<file path="src/rtl/sobel_window_if.sv">
// sobel_window_if: strobe/status bundle between the pixel source and the Sobel frame sequencer
interface sobel_window_if #(
    parameter int CW = 10,
    parameter int RW = 9
);
    logic          frame_start_i;
    logic          pix_valid_i;
    logic          wr_ena_o;
    logic          buf_clr_o;
    logic          win_valid_o;
    logic [CW-1:0] win_col_o;
    logic [RW-1:0] win_row_o;
    logic          line_end_o;
    logic          frame_done_o;
    logic          busy_o;
    logic          err_o;

    modport master (
        output frame_start_i, pix_valid_i,
        input  wr_ena_o, buf_clr_o, win_valid_o, win_col_o, win_row_o,
               line_end_o, frame_done_o, busy_o, err_o
    );

    modport slave (
        input  frame_start_i, pix_valid_i,
        output wr_ena_o, buf_clr_o, win_valid_o, win_col_o, win_row_o,
               line_end_o, frame_done_o, busy_o, err_o
    );
endinterface

</file>
<file path="src/rtl/sobel_window_ctrl.sv">
// sobel_window_ctrl: frame sequencer gating line-buffer writes and flagging interior 3x3 windows
module sobel_window_ctrl #(
    parameter int IMG_W = 640,
    parameter int IMG_H = 480,
    parameter int CW    = 10,
    parameter int RW    = 9
) (
    input  logic          sys_clk_i,
    input  logic          sys_rst_i,
    sobel_window_if.slave bus
);
    localparam logic [CW-1:0] C_LAST = CW'(IMG_W - 1);
    localparam logic [RW-1:0] R_LAST = RW'(IMG_H - 1);

    typedef enum logic [1:0] {IDLE, CLEAR, RUN, DONE} state_t;

    state_t        state_q;
    logic [CW-1:0] col_q, col_d, win_col_q;
    logic [RW-1:0] row_q, row_d, win_row_q;
    logic          buf_clr_q, win_valid_q, line_end_q, frame_done_q, err_q;
    logic          accept, col_last, last_pix, win_hit, proto_err;

    assign accept    = bus.pix_valid_i && state_q == RUN;
    assign col_last  = col_q == C_LAST;
    assign last_pix  = col_last && row_q == R_LAST;
    assign win_hit   = accept && row_q >= RW'(2) && col_q >= CW'(2);
    assign proto_err = (bus.pix_valid_i && state_q != RUN) || (bus.frame_start_i && state_q != IDLE);

    assign bus.wr_ena_o     = accept;
    assign bus.buf_clr_o    = buf_clr_q;
    assign bus.win_valid_o  = win_valid_q;
    assign bus.win_col_o    = win_col_q;
    assign bus.win_row_o    = win_row_q;
    assign bus.line_end_o   = line_end_q;
    assign bus.frame_done_o = frame_done_q;
    assign bus.busy_o       = state_q != IDLE;
    assign bus.err_o        = err_q;

    // raster position of the next pixel: zeroed in CLEAR, advanced per accepted pixel
    always_comb begin
        col_d = state_q == CLEAR ? '0 : accept ? (col_last ? '0 : col_q + CW'(1)) : col_q;
        row_d = state_q == CLEAR ? '0 : (accept && col_last) ? row_q + RW'(1) : row_q;
    end

    // frame FSM with registered strobes, window tag and sticky error
    always_ff @(posedge sys_clk_i) begin
        if (!sys_rst_i) begin
            state_q      <= IDLE;
            col_q        <= '0;
            row_q        <= '0;
            buf_clr_q    <= 1'b0;
            win_valid_q  <= 1'b0;
            win_col_q    <= '0;
            win_row_q    <= '0;
            line_end_q   <= 1'b0;
            frame_done_q <= 1'b0;
            err_q        <= 1'b0;
        end else begin
            col_q        <= col_d;
            row_q        <= row_d;
            buf_clr_q    <= 1'b0;
            frame_done_q <= 1'b0;
            win_valid_q  <= win_hit;
            line_end_q   <= accept && col_last;
            err_q        <= proto_err || (err_q && state_q != CLEAR);
            if (win_hit) begin
                win_col_q <= col_q - CW'(1);
                win_row_q <= row_q - RW'(1);
            end
            case (state_q)
                IDLE: if (bus.frame_start_i) begin
                    state_q   <= CLEAR;
                    buf_clr_q <= 1'b1;
                end
                CLEAR: state_q <= RUN;
                RUN: if (accept && last_pix) begin
                    state_q      <= DONE;
                    frame_done_q <= 1'b1;
                end
                DONE: state_q <= IDLE;
            endcase
        end
    end
endmodule

</file>
<file path="src/flat_wrapper.sv">
// flat-port wrapper written by rule: the top's interface ports become plain ports
module sobel_window_ctrl_flat 
#(
    parameter int IMG_W = 640,
    parameter int IMG_H = 480,
    parameter int CW    = 10,
    parameter int RW    = 9
)
  (sys_clk_i, sys_rst_i, bus_frame_start_i, bus_pix_valid_i, bus_wr_ena_o, bus_buf_clr_o, bus_win_valid_o, bus_win_col_o, bus_win_row_o, bus_line_end_o, bus_frame_done_o, bus_busy_o, bus_err_o);
  sobel_window_if #(.CW(CW), .RW(RW)) bus_i ();
  input  logic sys_clk_i;
  input  logic sys_rst_i;
  input wire logic [$bits(bus_i.frame_start_i)-1:0] bus_frame_start_i;
  input wire logic [$bits(bus_i.pix_valid_i)-1:0] bus_pix_valid_i;
  output wire logic [$bits(bus_i.wr_ena_o)-1:0] bus_wr_ena_o;
  output wire logic [$bits(bus_i.buf_clr_o)-1:0] bus_buf_clr_o;
  output wire logic [$bits(bus_i.win_valid_o)-1:0] bus_win_valid_o;
  output wire logic [$bits(bus_i.win_col_o)-1:0] bus_win_col_o;
  output wire logic [$bits(bus_i.win_row_o)-1:0] bus_win_row_o;
  output wire logic [$bits(bus_i.line_end_o)-1:0] bus_line_end_o;
  output wire logic [$bits(bus_i.frame_done_o)-1:0] bus_frame_done_o;
  output wire logic [$bits(bus_i.busy_o)-1:0] bus_busy_o;
  output wire logic [$bits(bus_i.err_o)-1:0] bus_err_o;
  assign bus_i.frame_start_i = bus_frame_start_i;
  assign bus_i.pix_valid_i = bus_pix_valid_i;
  assign bus_wr_ena_o = bus_i.wr_ena_o;
  assign bus_buf_clr_o = bus_i.buf_clr_o;
  assign bus_win_valid_o = bus_i.win_valid_o;
  assign bus_win_col_o = bus_i.win_col_o;
  assign bus_win_row_o = bus_i.win_row_o;
  assign bus_line_end_o = bus_i.line_end_o;
  assign bus_frame_done_o = bus_i.frame_done_o;
  assign bus_busy_o = bus_i.busy_o;
  assign bus_err_o = bus_i.err_o;
  sobel_window_ctrl #(.IMG_W(IMG_W), .IMG_H(IMG_H), .CW(CW), .RW(RW)) u_core (.sys_clk_i(sys_clk_i), .sys_rst_i(sys_rst_i), .bus(bus_i));
endmodule
</file>
<file path="config.mk">
export PLATFORM = sky130hd
export DESIGN_NAME = sobel_window_ctrl_flat
export DESIGN_NICKNAME = d
export VERILOG_FILES = /design/src/rtl/sobel_window_if.sv /design/src/rtl/sobel_window_ctrl.sv /design/src/flat_wrapper.sv
export SDC_FILE = /design/constraint.sdc
export NUM_CORES = 1
export LEC_CHECK = 0
export CORE_ASPECT_RATIO = 0.8
export CORE_MARGIN = 3
export CORE_UTILIZATION = 35
export CTS_CLUSTER_DIAMETER = 150
export DETAILED_ROUTE_END_ITERATION = 8
export GPL_ROUTABILITY_DRIVEN = 0
export RECOVER_POWER = 50
export REMOVE_ABC_BUFFERS = 1
export SLEW_MARGIN = 40
export SYNTH_ARGS = -nofsm -noshare
export SYNTH_HDL_FRONTEND = slang
export SYNTH_SLANG_ARGS = --single-unit
</file>
<file path="constraint.sdc">
create_clock -name sys_clk_i -period 4.9 [get_ports sys_clk_i]
set_input_delay 0.98 -clock sys_clk_i [delete_from_list [all_inputs] [get_ports sys_clk_i]]
set_output_delay 0.98 -clock sys_clk_i [all_outputs]
set_load 0.05 [all_outputs]
</file>
==> flow_summary.toml, run 1 <==
[cts]
path_clk_slew_ns = 0.08
htreeDepth = 2
cts.sinks = 45
cts-resized-gates = 0
cts_buffers = 5
postCtsSetupBuffers = 0
cts.root.buffer_cell = "clkbuf_8"
clk_path_buf_depth = 2
clock_latency_ns = 0.30
cts_tree = "done"
postCtsHoldBufs = 0

[global_route]
antenna_found_initial = 0
grt_pass1_vias = 1751
grt_util_all_layers_pct = 13.9
grt_max_degree = 23
grt_remaining_overflow = 0
grt_pass1_wl_um = 8460

[yosys]
synth_ff_type = "dfxtp_1"
ys_ff_latch = 45
yosys_warnings = 0
synth-edff-count = 0
async_flop_share_pct = 0
syn-instance-count = 260
syn_avg_cell_area_um2 = 8.80
ys_seq_area_share_pct = 39.4
syn_area_um2 = 2290
synth_cell_type_count = 42

[worst_setup_path]
critPathKind = "in -> out"
crit_fanout = 8
critPathCaptureType = "output port"
cp.arrival_ns = 2.76
critPathRequiredTime_ns = 3.92
worst-r2r-cell-count = 6
r2r_slack_ns = 2.11
critPathLaunchType = "input port"

[sta]
finalHoldViolCount = 0
grt_setup_unrepaired = "no"
period_share_pct = 76.3
slew_violations = 11
setup_tns_ns = 0
relSlewSlack_pct = -7.73
timing.hold.ws_ns = 0.483
worst_slew_pin_slew_ns = 1.60
finalSetupViolCount = 0
finalCriticalPeriod_ns = 3.74
max_freq_mhz = 267
finClkSkew_ns = 0.0119

[final_layout]
final_common_cell = "dfxtp_1"
syn2layout_area_growth_pct = 16.3
drive_above_1_share_pct = 3.93
final_cell_mix = "45 x dfxtp_1, 28 x a21oi_1, 18 x dlygate4sd3_1"
insertedDiodeCount = 0
final_net_count = 292
final.fill_count = 642

[pwr]
p_leak_nw = 0.985
finalPower_uw = 870
power_density_nw_per_um2 = 327
vdd_drop_max_mv = 0.280

[routing]
drcViolationCount = 0
drtIter0Drc = 97
wire_per_inst_um = 13.7
first_pass_iters = 5
wl_um = 4930
postRouteAntennaNets = 0
vias = 1887
vias_per_cell = 5.23

[floorplan]
start_util_pct = 37.3
top_level_ports = 30
dieArea_um2 = 7550
die_h_um = 78.3
die_w_um = 96.4
core_region_area_um2 = 6130
rows = 25

[run_status]
status = "complete, but fails checks"
violations = "max-capacitance violations, max-slew violations"

[placement]
place_hpwl_um = 3400
io_buffer_count = 29

[job]
cap_violations = 1

[min_path]
whs_path_depth = 2
min_path_type = "reg -> reg"
==> cell usage after synthesis, drive strengths merged, types with 2 or more instances <==
master   n  area share (%)
dfxtp   45              39
nor2    18             3.0
xor2     8             3.1
nand4    3            0.82
nand4b   2            0.77
clkbuf   8             1.3
a211oi  14             4.6
or4      7             2.5
nor4     5             1.6
nand2   17             2.9
ha       9             4.9
nand2b   2            0.55
nand3    8             1.7
a31oi    3            0.82
a41o     2            0.87
or3      3            0.87
nor3    11             2.4
nor3b    2            0.66
and3     2            0.55
a21oi   28             6.1
buf      9             3.9
xnor2   13             5.0
nor2b    2            0.55
and4     2            0.77
o311ai   2            0.77
inv     13             2.1
o21ai    4            0.87
o31ai    6             2.2
and2     3            0.82
a311oi   3             1.1
==> worst paths after layout <==
check / start / end
worst min-delay path: u_core.bus.win_row_o[1]$_SDFFE_PN0P_ / u_core.bus.win_row_o[1]$_SDFFE_PN0P_
worst min register to register: u_core.bus.win_row_o[1]$_SDFFE_PN0P_ / u_core.bus.win_row_o[1]$_SDFFE_PN0P_
worst max-delay path: bus_pix_valid_i / bus_wr_ena_o
worst max register to register: u_core.state_q[0]$_SDFFE_PN0P_ / u_core.row_q[3]$_SDFFE_PP0P_
==> per-layer routing <==
metal | part of all wire, % | global-route usage [%] | wire [um] | vias to the layer above
met2 | 38 | 19.3 | 1860 | 47
met5 | 0 | 0 | 0 | -
met1 | 57 | 21.5 | 2810 | 855
met4 | 0.34 | 2.38 | 17 | 0
li1 | - | - | - | 983
met3 | 5.0 | 3.54 | 249 | 2
==> state kept, by name, indices dropped and copies added, names as in the netlist <==
register / cells
u_core.state_q: 2
u_core.col_q: 10
u_core.bus.buf_clr_o: 1
u_core.bus.err_o: 1
u_core.bus.win_valid_o: 1
u_core.row_q: 9
u_core.bus.line_end_o: 1
u_core.bus.win_row_o: 9
u_core.bus.frame_done_o: 1
u_core.bus.win_col_o: 10
==> kinds of logic after synthesis <==
| logic type | count (synthesis) | share of synthesized area (%) |
|---|---|---|
| AO/OA/AOI/OAI | 65 | 18.6 |
| multiplexers | 1 | 0.437 |
| AND/OR/NAND/NOR | 89 | 21.3 |
| XOR/XNOR | 21 | 8.04 |
| buffers and inverters | 30 | 7.33 |
| adder cells (fa/ha/maj) | 9 | 4.92 |
| flip-flops | 45 | 39.4 |
==> worst max-delay path, cell delays in order <==
cell             delay (ns)
dlygate4sd3_1          0.58
nand2_1                0.17
inv_1                  0.19
clkdlybuf4s50_1        0.83
==> where the power goes <==
part	total (mW)	switching [mW]	internal, mW
registers	0.389	0.0100	0.379
logic	0.189	0.127	0.0618
clock network	0.292	0.125	0.166
total	0.870	0.262	0.607
==> final cells by class <==
type                    instances  area [um2]  area share, %
clock inverters                 1        30.0           1.13
well taps                      81         101           3.81
inverters                      13        48.8           1.83
repair buffers                 29         290           10.9
flip-flops and latches         45         901           33.8
clock buffers                   7        86.3           3.24
multi-input cells             185        1200           45.3
==> per-stage QoR <==
step                area, um2  util (%)  setup WS (ns)  cells
floorplan                2170         -           2.33    243
global placement         2560      41.8           1.25    353
detailed placement       2570      42.0           1.23    353
CTS                      2690      43.9           1.23    361
global route             2660      43.4           1.08    361
finish                   2660      43.4           1.16    361
(Power assumes the default switching activity.)
==> inputs of run 2 (changes only) <==
==> constraint.sdc (replaced) <==
create_clock -name sys_clk_i -period 3 [get_ports sys_clk_i]
set_input_delay 0.6 -clock sys_clk_i [delete_from_list [all_inputs] [get_ports sys_clk_i]]
set_output_delay 0.6 -clock sys_clk_i [all_outputs]
set_load 0.05 [all_outputs]
==> run 2 against run 1 <==
The run now ends clean. Sequential power is 63% higher. Utilization up 0.53 points. Worst setup slack worse by 0.66 ns. Total power grew 65%. Clock skew down 0.0053 ns. Die area unchanged. Final area up 1.2%. Clock-buffer cell count stayed put. Final cell count rose by 0.83%. Global-route usage up 0.96 points. Critical path type is now in -> reg. Critical endpoint is now u_core.row_q[8]$_SDFFE_PP0P_. Largest cell class unchanged.
==> flow_summary.toml, run 2 (same netlist as run 1, synthesis figures left out) <==
[run_status]
status = "complete, no violations"

[floorplan]
die_h_um = 78.3
core_region_area_um2 = 6130
rows = 25
start_util_pct = 37.3
dieArea_um2 = 7550
die_w_um = 96.4
top_level_ports = 30

[placement]
io_buffer_count = 29
place_hpwl_um = 3630
dp_cells = 356
dpl-instance-area_um2 = 2590

[final_layout]
final_net_count = 295
fin_cells = 364
multiInputGateArea_um2 = 1200
final.fill_count = 648
drive_above_1_share_pct = 5.30
final_common_cell = "dfxtp_1"
syn2layout_area_growth_pct = 17.8
final_cell_mix = "45 x dfxtp_1, 28 x a21oi_1, 18 x nor2_1"
register_area_um2 = 901
final_area_um2 = 2700
insertedDiodeCount = 0

[routing]
first_pass_iters = 4
drcViolationCount = 0
drtIter0Drc = 131
wire_per_inst_um = 14.1
wl_um = 5120
vias = 1926
postRouteAntennaNets = 0
vias_per_cell = 5.29

[global_route]
grt_max_degree = 23
grt_pass1_wl_um = 8860
grt_remaining_overflow = 0
grt_pass1_vias = 1826
grt_util_all_layers_pct = 14.8
antenna_found_initial = 0

[cts]
htreeDepth = 2
cts_tree = "done"
cts.root.buffer_cell = "clkbuf_8"
postCtsHoldBufs = 0
path_clk_slew_ns = 0.08
clock_latency_ns = 0.30
cts_buffers = 5
cts.sinks = 45
cts-resized-gates = 0
postCtsSetupBuffers = 0
clk_path_buf_depth = 2

[worst_setup_path]
critPathKind = "in -> reg"
crit_fanout = 12
critPathCaptureType = "flop"
critPathRequiredTime_ns = 3.22
cp.arrival_ns = 2.72
critPathLaunchType = "input port"

[sta]
finalHoldViolCount = 0
worst_slew_pin_slew_ns = 0.788
relSlewSlack_pct = 47.4
period_share_pct = 83.3
setup_tns_ns = 0
finClkSkew_ns = 0.00661
finalCriticalPeriod_ns = 2.50
grt_setup_unrepaired = "no"
finalSetupViolCount = 0
max_freq_mhz = 400
slew_violations = 0

[pwr]
power_density_nw_per_um2 = 531
p_leak_nw = 1.00
vdd_drop_max_mv = 0.528

[min_path]
min_path_type = "reg -> reg"

[job]
cap_violations = 0
## run 2: metrics by stage
stage	total power, mW	utilization, %	setup slack [ns]	hold WS (ns)
2_1_floorplan	0.873	-	0.772	0.455
3_3_place_gp	0.969	42.3	0.392	0.464
3_5_place_dp	0.973	42.3	0.326	0.476
4_1_cts	1.45	44.2	0.558	0.490
5_1_grt	1.51	44.0	0.446	0.521
6_report	1.43	44.0	0.500	0.481
## run 2: worst paths after layout
path                                              from                                    to  slack (ns)  cells past startpoint
setup / recovery                       bus_pix_valid_i          u_core.row_q[8]$_SDFFE_PP0P_        0.50                      5
hold / removal    u_core.bus.win_row_o[1]$_SDFFE_PN0P_  u_core.bus.win_row_o[1]$_SDFFE_PN0P_        0.48                      2
setup reg to reg          u_core.col_q[1]$_SDFFE_PP0P_          u_core.row_q[8]$_SDFFE_PP0P_        0.60                      5
hold reg to reg   u_core.bus.win_row_o[1]$_SDFFE_PN0P_  u_core.bus.win_row_o[1]$_SDFFE_PN0P_        0.48                      2
## run 2: critical path, stage by stage
cell             delay, ns
clkdlybuf4s50_1       0.52
nand2_2               0.13
or4_1                 0.74
or4_1                 0.56
a21oi_1               0.16
## run 2: final cells by class
| type | instances | area share [%] |
|---|---|---|
| multi-input combinational | 185 | 44.7 |
| sequential | 45 | 33.4 |
| timing repair buffer | 32 | 12.0 |
| tap | 81 | 3.76 |
| clock buffer | 7 | 3.20 |
| inverter | 13 | 1.81 |
| clock inverter | 1 | 1.11 |
## run 2: where the power goes
part / leakage, nW / total (mW) / switching, mW / internal [mW]
sequential: 0.363 / 0.634 / 0.0147 / 0.619
combinational: 0.578 / 0.321 / 0.212 / 0.108
clock: 0.0585 / 0.477 / 0.205 / 0.272
total: 1.00 / 1.43 / 0.432 / 0.999
## run 2: routing by layer
layer	vias up	track usage, %	routed length (um)
met1	894	22.4	2720
li1	982	-	-
met4	0	5.04	61
met2	43	20.1	2070
met3	7	3.74	273
met5	-	0	0
